File: config.mk
export PLATFORM = sky130hd
export DESIGN_NAME = dev_bus_arbiter
export DESIGN_NICKNAME = d
export VERILOG_FILES = /design/src/rtl/dev_bus_arbiter.sv
export SDC_FILE = /design/constraint.sdc
export NUM_CORES = 1
export LEC_CHECK = 0
export CORE_UTILIZATION = 35
export DETAILED_ROUTE_END_ITERATION = 7
export PLACE_DENSITY = 0.73
export SLEW_MARGIN = 25
export SYNTH_ARGS = -nofsm -noshare
export SYNTH_HDL_FRONTEND = slang
export SYNTH_SLANG_ARGS = --single-unit
File: constraint.sdc
create_clock -name clk -period 1.6 [get_ports clk]
set_input_delay 0.16 -clock clk [delete_from_list [all_inputs] [get_ports clk]]
set_output_delay 0.16 -clock clk [all_outputs]
set_load 0.02 [all_outputs]
File: src/rtl/dev_bus_arbiter.sv
// Two-master round-robin arbiter for the peripheral device bus window.
// Each granted transaction runs IDLE -> XFER -> RESP; out-of-window accesses are answered with err.
module dev_bus_arbiter #(
    parameter logic [31:0] ADDR_LO = 32'h00007f00,
    parameter logic [31:0] ADDR_HI = 32'h00007f2f
) (
    input  logic        clk,
    input  logic        rst_n,
    input  logic        m0_req_i,
    input  logic [31:0] m0_addr_i,
    input  logic [31:0] m0_wd_i,
    input  logic        m0_we_i,
    input  logic        m1_req_i,
    input  logic [31:0] m1_addr_i,
    input  logic [31:0] m1_wd_i,
    input  logic        m1_we_i,
    output logic        m0_ack_o,
    output logic        m0_err_o,
    output logic [31:0] m0_rd_o,
    output logic        m1_ack_o,
    output logic        m1_err_o,
    output logic [31:0] m1_rd_o,
    output logic [31:0] dev_addr_o,
    output logic [31:0] dev_wd_o,
    output logic        dev_we_o,
    input  logic [31:0] dev_rd_i,
    output logic        owner_o
);

    typedef enum logic [1:0] {
        IDLE = 2'd0,
        XFER = 2'd1,
        RESP = 2'd2
    } state_t;

    state_t      state_q, state_d;
    logic        last_grant_q, last_grant_d;
    logic        owner_q, owner_d;
    logic [31:0] dev_addr_q, dev_addr_d;
    logic [31:0] dev_wd_q, dev_wd_d;
    logic        we_q, we_d;
    logic        dev_we_q, dev_we_d;
    logic        oow_q, oow_d;
    logic [31:0] m0_rd_q, m0_rd_d;
    logic [31:0] m1_rd_q, m1_rd_d;

    logic        grant_m1;
    logic [31:0] win_addr;
    logic [31:0] win_wd;
    logic        win_we;
    logic        win_in_window;

    function automatic logic in_window(input logic [31:0] addr);
        return (addr >= ADDR_LO) && (addr <= ADDR_HI);
    endfunction

    // On a tie the master that did not win last time gets the bus.
    assign grant_m1      = m1_req_i && (!m0_req_i || !last_grant_q);
    assign win_addr      = grant_m1 ? m1_addr_i : m0_addr_i;
    assign win_wd        = grant_m1 ? m1_wd_i   : m0_wd_i;
    assign win_we        = grant_m1 ? m1_we_i   : m0_we_i;
    assign win_in_window = in_window(win_addr);

    always_comb begin
        // NOTE: every variable gets a default before the case so no path leaves it unassigned (no latches).
        state_d      = state_q;
        last_grant_d = last_grant_q;
        owner_d      = owner_q;
        dev_addr_d   = dev_addr_q;
        dev_wd_d     = dev_wd_q;
        we_d         = we_q;
        dev_we_d     = 1'b0;
        oow_d        = oow_q;
        m0_rd_d      = m0_rd_q;
        m1_rd_d      = m1_rd_q;

        case (state_q)
            IDLE: begin
                if (m0_req_i || m1_req_i) begin
                    state_d      = XFER;
                    owner_d      = grant_m1;
                    last_grant_d = grant_m1;
                    dev_addr_d   = win_addr;
                    dev_wd_d     = win_wd;
                    we_d         = win_we;
                    oow_d        = !win_in_window;
                    dev_we_d     = win_we && win_in_window;
                end
            end
            XFER: begin
                state_d = RESP;
                if (owner_q) begin
                    m1_rd_d = (we_q || oow_q) ? 32'h0 : dev_rd_i;
                end else begin
                    m0_rd_d = (we_q || oow_q) ? 32'h0 : dev_rd_i;
                end
            end
            RESP:    state_d = IDLE;
            default: state_d = IDLE;
        endcase
    end

    // NOTE: sequential state uses non-blocking assignments so every register samples pre-edge values.
    always_ff @(posedge clk or negedge rst_n) begin
        if (!rst_n) begin
            state_q      <= IDLE;
            last_grant_q <= 1'b1;
            owner_q      <= 1'b0;
            dev_addr_q   <= 32'h0;
            dev_wd_q     <= 32'h0;
            we_q         <= 1'b0;
            dev_we_q     <= 1'b0;
            oow_q        <= 1'b0;
            m0_rd_q      <= 32'h0;
            m1_rd_q      <= 32'h0;
        end else begin
            state_q      <= state_d;
            last_grant_q <= last_grant_d;
            owner_q      <= owner_d;
            dev_addr_q   <= dev_addr_d;
            dev_wd_q     <= dev_wd_d;
            we_q         <= we_d;
            dev_we_q     <= dev_we_d;
            oow_q        <= oow_d;
            m0_rd_q      <= m0_rd_d;
            m1_rd_q      <= m1_rd_d;
        end
    end

    assign m0_ack_o   = (state_q == RESP) && !owner_q;
    assign m1_ack_o   = (state_q == RESP) &&  owner_q;
    assign m0_err_o   = m0_ack_o && oow_q;
    assign m1_err_o   = m1_ack_o && oow_q;
    assign m0_rd_o    = m0_rd_q;
    assign m1_rd_o    = m1_rd_q;
    assign dev_addr_o = dev_addr_q;
    assign dev_wd_o   = dev_wd_q;
    assign dev_we_o   = dev_we_q;
    assign owner_o    = owner_q;

endmodule
## Yosys cells after proc, flatten, opt, wreduce, memory -nomap -nowiden

Cells that the tools add are included.
W data, S select, Z words.

- Order comparisons: 2
- Equality and inequality tests: 3
- Mux-type cells: 8
- Bitwise operators: 1
- Reduce and logical (&&, ||, !) cells: 18

Operators with widths:

| cell | number |
|---|---|
| $mux W32 | 3 |
| $ge A32 B15 Y1 const B | 1 |
| $le A32 B15 Y1 const B | 1 |
| $logic_and A1 B1 Y1 | 7 |
| $reduce_and A2 Y1 | 3 |
| $logic_not A1 Y1 | 4 |
| $pmux W2 S2 | 1 |
| $logic_or A1 B1 Y1 | 3 |
| $mux W1 | 3 |
| $eq A2 B1 Y1 const B | 1 |
| $eq A2 B2 Y1 const B | 1 |
| $logic_not A2 Y1 | 1 |
| $mux W2 | 1 |
| $ne A2 B2 Y1 const B | 1 |
| $not A1 Y1 | 1 |

- Register bits: 135
- Bits of input ports: 166
- Output and inout port bits: 134
- Word-level logic and storage cells: 42

## Longest topological paths before layout

Gate-level depths: netlist of run 1.

- Depth after elaboration: 9
- Gate-level depth with buffers: 7
- Gate-level depth less buffers: 5

## Least setup slack after synthesis of run 1

No wires, ideal clock.

- Kind: register to output
- Start: register owner_q, in the netlist owner_o
- End: output port m0_err_o
- Data arrival time: 1393 ps
- Required time: 1440 ps
- Setup slack: 47 ps
- Cell stages (with the launch flop): 3
- Path buffers: 0
- Path through: dfrtp_1 > nor3b_1 > and2_1

- Cells in the longest elaborated chain, start to end: 3

Ends and longest elaborated chain:

| item | RTL line | source |
|---|---|---|
| start: declaration | 38 | `logic owner_q, owner_d;` |
| start signal: assignment | 119 | `owner_q <= owner_d;` |
| $logic_not A1 Y1 | 130 | `assign m0_ack_o = (state_q == RESP) && !owner_q;` |
| $logic_and A1 B1 Y1 | 130 |  |
| net m0_ack_o | 17 | `output logic m0_ack_o,` |
| $logic_and A1 B1 Y1 | 132 | `assign m0_err_o = m0_ack_o && oow_q;` |
| end: declaration | 18 | `output logic m0_err_o,` |

The timed path passes the listed nets, and every way through them passes these cells.

## Worst setup path after layout of run 1

- Start: register dev_addr_q[12], in the netlist dev_addr_o[12]
- End: output port dev_addr_o[12]

RTL lines:

| item | RTL line | source |
|---|---|---|
| start: declaration | 39 | `logic [31:0] dev_addr_q, dev_addr_d;` |
| start signal: assignment | 120 | `dev_addr_q <= dev_addr_d;` |
| end: declaration | 23 | `output logic [31:0] dev_addr_o,` |

No word-level cell between the ends.

==> results of run 1 <==
[registers in the layout, indices dropped and copies added (netlist names)]
| name | cells |
|---|---|
| owner_o | 1 |
| we_q | 1 |
| m0_rd_o | 32 |
| state_q | 2 |
| last_grant_q | 1 |
| dev_addr_o | 32 |
| oow_q | 1 |
| m1_rd_o | 32 |
| dev_wd_o | 32 |
| dev_we_o | 1 |
[per-layer routing]
| layer | wire (um) | track usage, % |
|---|---|---|
| met4 | 294 | 7.51 |
| met5 | 0 | 0 |
| met2 | 9010 | 36.2 |
| met3 | 1830 | 8.44 |
| met1 | 6870 | 22.7 |
[how the worst max path moves through the flow]
stage / startpoint / endpoint / slack, ps / depth (start not counted)
floorplan: owner_o$_DFFE_PN0P_ / m0_err_o / 50 / 2
global placement: m0_addr_i[28] / dev_we_o$_DFF_PN0_ / -350 / 7
detailed placement: m0_addr_i[28] / dev_we_o$_DFF_PN0_ / -420 / 7
CTS: state_q[0]$_DFFE_PN0P_ / m0_err_o / -2 / 3
global route: m0_rd_o[29]$_DFFE_PN0P_ / m0_rd_o[29] / 0.4 / 1
finish: dev_addr_o[12]$_DFFE_PN0P_ / dev_addr_o[12] / 40 / 1
[cell families (layout without fill, tap and decap cells)]
logic type,Yosys count,count (layout),share of synthesized area (%)
DFF,135,135,57.9
and+or+nand+nor,196,196,14.2
buffers and inverters,39,368,4.48
AOI/OAI and AO/OA,137,138,12.0
muxes,66,66,11.3
[per-stage QoR]
step / utilization (%) / cells
2_1_floorplan: - / 573
3_3_place_gp: 57.7 / 1083
3_5_place_dp: 57.7 / 1083
4_1_cts: 61.7 / 1117
5_1_grt: 62.2 / 1119
6_report: 62.2 / 1119
[area by class of cell]
cell class | count | area share, %
clock buffers | 18 | 4.30
clock inverters | 14 | 1.97
multi-input cells | 400 | 22.5
flip-flops and latches | 135 | 33.8
well taps | 216 | 2.71
repair buffers | 336 | 34.7
[synthesized netlist by cell type]
cell	number	share of area [%]
a21boi_1	1	0.13
mux2_2	1	0.19
a31oi_1	2	0.21
clkbuf_2	4	0.34
dfrtp_1	134	57
buf_4	2	0.26
nand2b_1	1	0.11
and3b_1	1	0.15
mux2i_1	65	11
a21o_1	1	0.13
nor4_1	6	0.64
nand4b_1	3	0.45
buf_2	21	1.8
nor4b_2	1	0.26
nor4b_1	2	0.30
buf_12	1	0.34
o21ai_0	64	5.5
nor3_1	1	0.086
a21boi_2	1	0.19
a21oi_1	67	5.7
nand4_1	3	0.32
and4b_1	1	0.17
nor2b_1	1	0.11
and2_1	2	0.21
nor3b_1	1	0.13
o21a_1	1	0.13
and2b_1	1	0.13
nand3_1	1	0.086
nand2_1	99	6.4
nor2_1	71	4.6
dfstp_2	1	0.45
nor2_2	1	0.11
clkbuf_1	3	0.19
buf_6	8	1.5
[report_power, final]
| group | internal, mW | switching, mW |
|---|---|---|
| registers | 4.38 | 0.521 |
| logic | 3.10 | 3.56 |
| clock network | 2.62 | 1.55 |
[what timing repair did]
| action | in CTS | in global routing |
|---|---|---|
| pin swaps | 0 | 0 |
| cloned | 0 | 1 |
| resized for setup | 20 | 23 |
| hold endpoints to repair | 99 | 0 |
| buffers inserted | 1 | 1 |
| hold buffers | 1 | 0 |
| endpoints found under the setup margin | 12 | 70 |
==> impl_metrics.json, run 1 <==
{
  "outcome": "completed",
  "path_cells": "clkdlybuf4s50_1",
  "drt_wl_total_mm": 18.0,
  "die_w_um": 131,
  "netlist-cell-type-count": 34,
  "num-fill-cells": 1318,
  "placed_area_um2": 9260,
  "critPathKind": "flop to primary output",
  "maxCapViolCount": 0,
  "seq_area_frac_synth_pct": 57.9,
  "crit_buf_inv": 1,
  "timing.rr.start": "state_q[0]$_DFFE_PN0P_",
  "antenna_found_initial": 0,
  "path_clk_slew_ps": 60,
  "final_common_cell": "clkdlybuf4s50_1",
  "netlist_area_um2": 5830,
  "io_pins": 300,
  "pre_cts_slack_ps": -416,
  "post_drt_wl_per_cell_um": 16.1,
  "slew_viol_final": 0,
  "cts.path.max_buffers": 2,
  "syn_area_per_cell_um2": 10.2,
  "die_height_um": 131,
  "firstDrtPassIters": 4,
  "reg2reg_depth": 5,
  "numCtsBuffers": 17,
  "globalplace.congestion": 0.783,
  "coreArea_um2": 16100,
  "cts_tree": "yes",
  "layout_common_cells": "clkdlybuf4s50_1, dfrtp_1, nand2_1",
  "powerDensity_nw_per_um2": 1580,
  "critPathTopFamily": "buffers and inverters",
  "cts-root-buf": "clkbuf_16",
  "grt_usage_pct": 20.8,
  "htree_levels": 4,
  "cp-start-kind": "flop",
  "drc": 0,
  "crit_required_ps": 1440,
  "initial_utilization_pct": 36.3,
  "register_area_um2": 3380,
  "grt_pass1_vias": 5199,
  "routed_via_density": 4.73,
  "port_buffers": 299,
  "antenna_left": 0,
  "cp_max_fo": 2,
  "ys_ff_latch": 135,
  "drive_gt1_share_pct": 9.19,
  "yosys_warnings": 0,
  "overflow": 0,
  "ir_worst_vdd_mv": 0.842,
  "critPathMaxStageDelay_ps": 640,
  "clock.fmax_mhz": 642,
  "multi_input_area_um2": 2250,
  "finalCritPeriodShare_pct": 97.3,
  "leakagePower_nw": 4.32,
  "rows": 46,
  "syn-num-nets": 739,
  "drt_iter0_markers": 205,
  "grt_max_degree": 65,
  "finalPower_mw": 15.7,
  "vias": 5291,
  "cp-end-kind": "primary output",
  "finalSetupViolCount": 0,
  "syn-instance-count": 573,
  "hp-class": "input port to asynchronous set/reset pin",
  "tightest_slew_ps": 337,
  "antenna_cells": 0,
  "finalHoldWorstSlack_ps": 211,
  "timing.final.ws_setup_ps": 42.4,
  "fin_setup_tns_ps": 0,
  "insertion_delay_ps": 410,
  "cts_sinks": 135,
  "r2r-end": "dev_we_o$_DFF_PN0_",
  "grt_pass1_wl_mm": 26.6,
  "hold_violations": 0,
  "hpwl_mm": 13.4,
  "fin_skew_ps": 7.55,
  "syn_to_final_growth_pct": 71.2,
  "crit_arrival_ps": 1400,
  "reg2reg_slack_ps": 100,
  "slew_headroom_pct": 77.3,
  "rsz0062_at_grt": "true",
  "dieArea_um2": 17200,
  "period_needed_ps": 1560,
  "slowest_stage": "clkdlybuf4s50_1",
  "fin_area_um2": 9990,
  "layout.nets": 1056
}
(Power assumes the default switching activity.)
==> inputs of run 2 (changes only) <==
Settings changed: CORE_UTILIZATION 35 to 40, PLACE_DENSITY 0.73 to not set, PLACE_DENSITY_LB_ADDON set to 0.2.
==> run 2 against run 1 <==
  * Power fell by 0.35%
  * Register-to-register slack barely moved
  * Clock power fell by 3%
  * Cell count fell by 3.4%
  * Critical path type unchanged
  * Largest cell class unchanged
  * Highest routed layer unchanged
==> impl_metrics.json, run 2 (same netlist as run 1, synthesis figures left out) <==
{
  "path_cells": "clkdlybuf4s50_1",
  "io_pins": 300,
  "coreArea_um2": 14000,
  "grt_max_degree": 65,
  "antenna_left": 0,
  "numCtsBuffers": 17,
  "clockPowerShare_pct": 25.7,
  "fin_skew_ps": 5.82,
  "drt_wl_total_mm": 18.6,
  "slew_viol_final": 0,
  "drive_gt1_share_pct": 9.10,
  "finalHoldWorstSlack_ps": 236,
  "p_int_mw": 10.0,
  "ir_worst_vdd_mv": 1.16,
  "seq_power_share_pct": 31.8,
  "port_buffers": 299,
  "htree_levels": 4,
  "dp.cells": 1045,
  "cts-root-buf": "clkbuf_16",
  "overflow": 0,
  "fin_setup_tns_ps": 0,
  "cts_tree": "yes",
  "num-fill-cells": 996,
  "timing.rr.start": "state_q[0]$_DFFE_PN0P_",
  "outcome": "completed",
  "p_switching_mw": 5.64,
  "cp-end-kind": "primary output",
  "finalCritPeriodShare_pct": 97.7,
  "syn_to_final_growth_pct": 69.8,
  "drc": 0,
  "routed_via_density": 5.06,
  "crit_required_ps": 1440,
  "finalPower_mw": 15.7,
  "die_w_um": 123,
  "hp-class": "input port to asynchronous set/reset pin",
  "clock.fmax_mhz": 640,
  "period_needed_ps": 1560,
  "critPathMaxStageDelay_ps": 640,
  "hpwl_mm": 13.5,
  "swShare_pct": 36.0,
  "post-route-util_pct": 70.5,
  "cp-start-kind": "flop",
  "drt_iter0_markers": 280,
  "cts_sinks": 135,
  "path_clk_slew_ps": 50,
  "die_height_um": 123,
  "slowest_stage": "clkdlybuf4s50_1",
  "dieArea_um2": 15100,
  "antenna_cells": 0,
  "crit_arrival_ps": 1400,
  "cts.path.max_buffers": 2,
  "final_common_cell": "clkdlybuf4s50_1",
  "vias": 5465,
  "layout.nets": 1054,
  "grt_pass1_wl_mm": 27.8,
  "hold_violations": 0,
  "post_drt_wl_per_cell_um": 17.2,
  "crit_buf_inv": 1,
  "critPathKind": "flop to primary output",
  "antenna_found_initial": 0,
  "tightest_slew_ps": 478,
  "setup.worst_path.start": "dev_addr_o[24]$_DFFE_PN0P_",
  "finalSetupViolCount": 0,
  "maxCapViolCount": 0,
  "rows": 43,
  "slew_headroom_pct": 68.1,
  "final_cells": 1081,
  "insertion_delay_ps": 420,
  "cp_max_fo": 2,
  "combPwrFrac_pct": 42.5,
  "grt_pass1_vias": 5476,
  "globalplace.congestion": 0.830,
  "layout_common_cells": "clkdlybuf4s50_1, dfrtp_1, nand2_1",
  "initial_utilization_pct": 41.5,
  "firstDrtPassIters": 7,
  "grt_usage_pct": 24.4,
  "leakagePower_nw": 4.34,
  "powerDensity_nw_per_um2": 1580,
  "critPathTopFamily": "buffers and inverters"
}
[run 2: cell types whose count changed in the layout (fill, tap and decap cells not counted), moves of 2 or more]
cell / change
clkbuf_8: +3
inv_6: -2
buf_12: -2
dlymetal6s2s_1: +2
[run 2: power by group through the flow]
stage	Clock [mW]	Sequential (mW)	Combinational, mW
after floorplan	0	6.03	2.30
after global placement	0	4.96	6.42
after detailed placement	0	5.00	6.54
after CTS	4.08	4.98	6.52
after global routing	4.26	5.09	7.15
final	4.03	4.98	6.67
[run 2: path summary, 6_finish.rpt]
kind | to | slack, ps | cells after the start
max | dev_addr_o[24] | 40 | 1
min reg2reg | m0_rd_o[8]$_DFFE_PN0P_ | 480 | 2
min in group clk | m0_rd_o[24]$_DFFE_PN0P_ | 320 | 3
max reg2reg | dev_wd_o[2]$_DFFE_PN0P_ | 110 | 7
min | m0_rd_o[3]$_DFFE_PN0P_ | 240 | 2
max in group asynchronous | m0_rd_o[13]$_DFFE_PN0P_ | 660 | 3
[run 2: cell type report]
class	count	area (um^2)	share of cell area [%]
Timing Repair Buffer	335	3450	34.8
Sequential cell	135	3380	34.1
Multi-Input combinational cell	399	2230	22.5
Clock buffer	21	470	4.75
Tap cell	180	225	2.27
Clock inverter	11	146	1.48
[run 2: what timing repair did]
| item | 4_1_cts | 5_1_grt |
|---|---|---|
| setup buffers | 0 | 2 |
| gates cloned | 0 | 1 |
| resized for setup | 19 | 25 |
| endpoints found under the hold margin | 42 | 0 |
| setup endpoints to repair | 10 | 53 |
| pin swaps | 0 | 1 |
| hold buffers | 1 | 0 |
[run 2: per-layer routing]
layer	track usage, %	up-vias	wire length, um
met5	0	-	0
met4	9.68	0	388
met3	9.34	28	1670
met2	41.7	231	9710
met1	27.3	2615	6830
li1	-	2591	-
[run 2: stage by stage]
stage                     setup WS, ps  cell area, um^2
after floorplan                   47.0             5830
after global placement            -177             9180
after detailed placement          -233             9180
after CTS                        -46.5             9800
after global routing             -19.8             9910
final                             37.5             9910
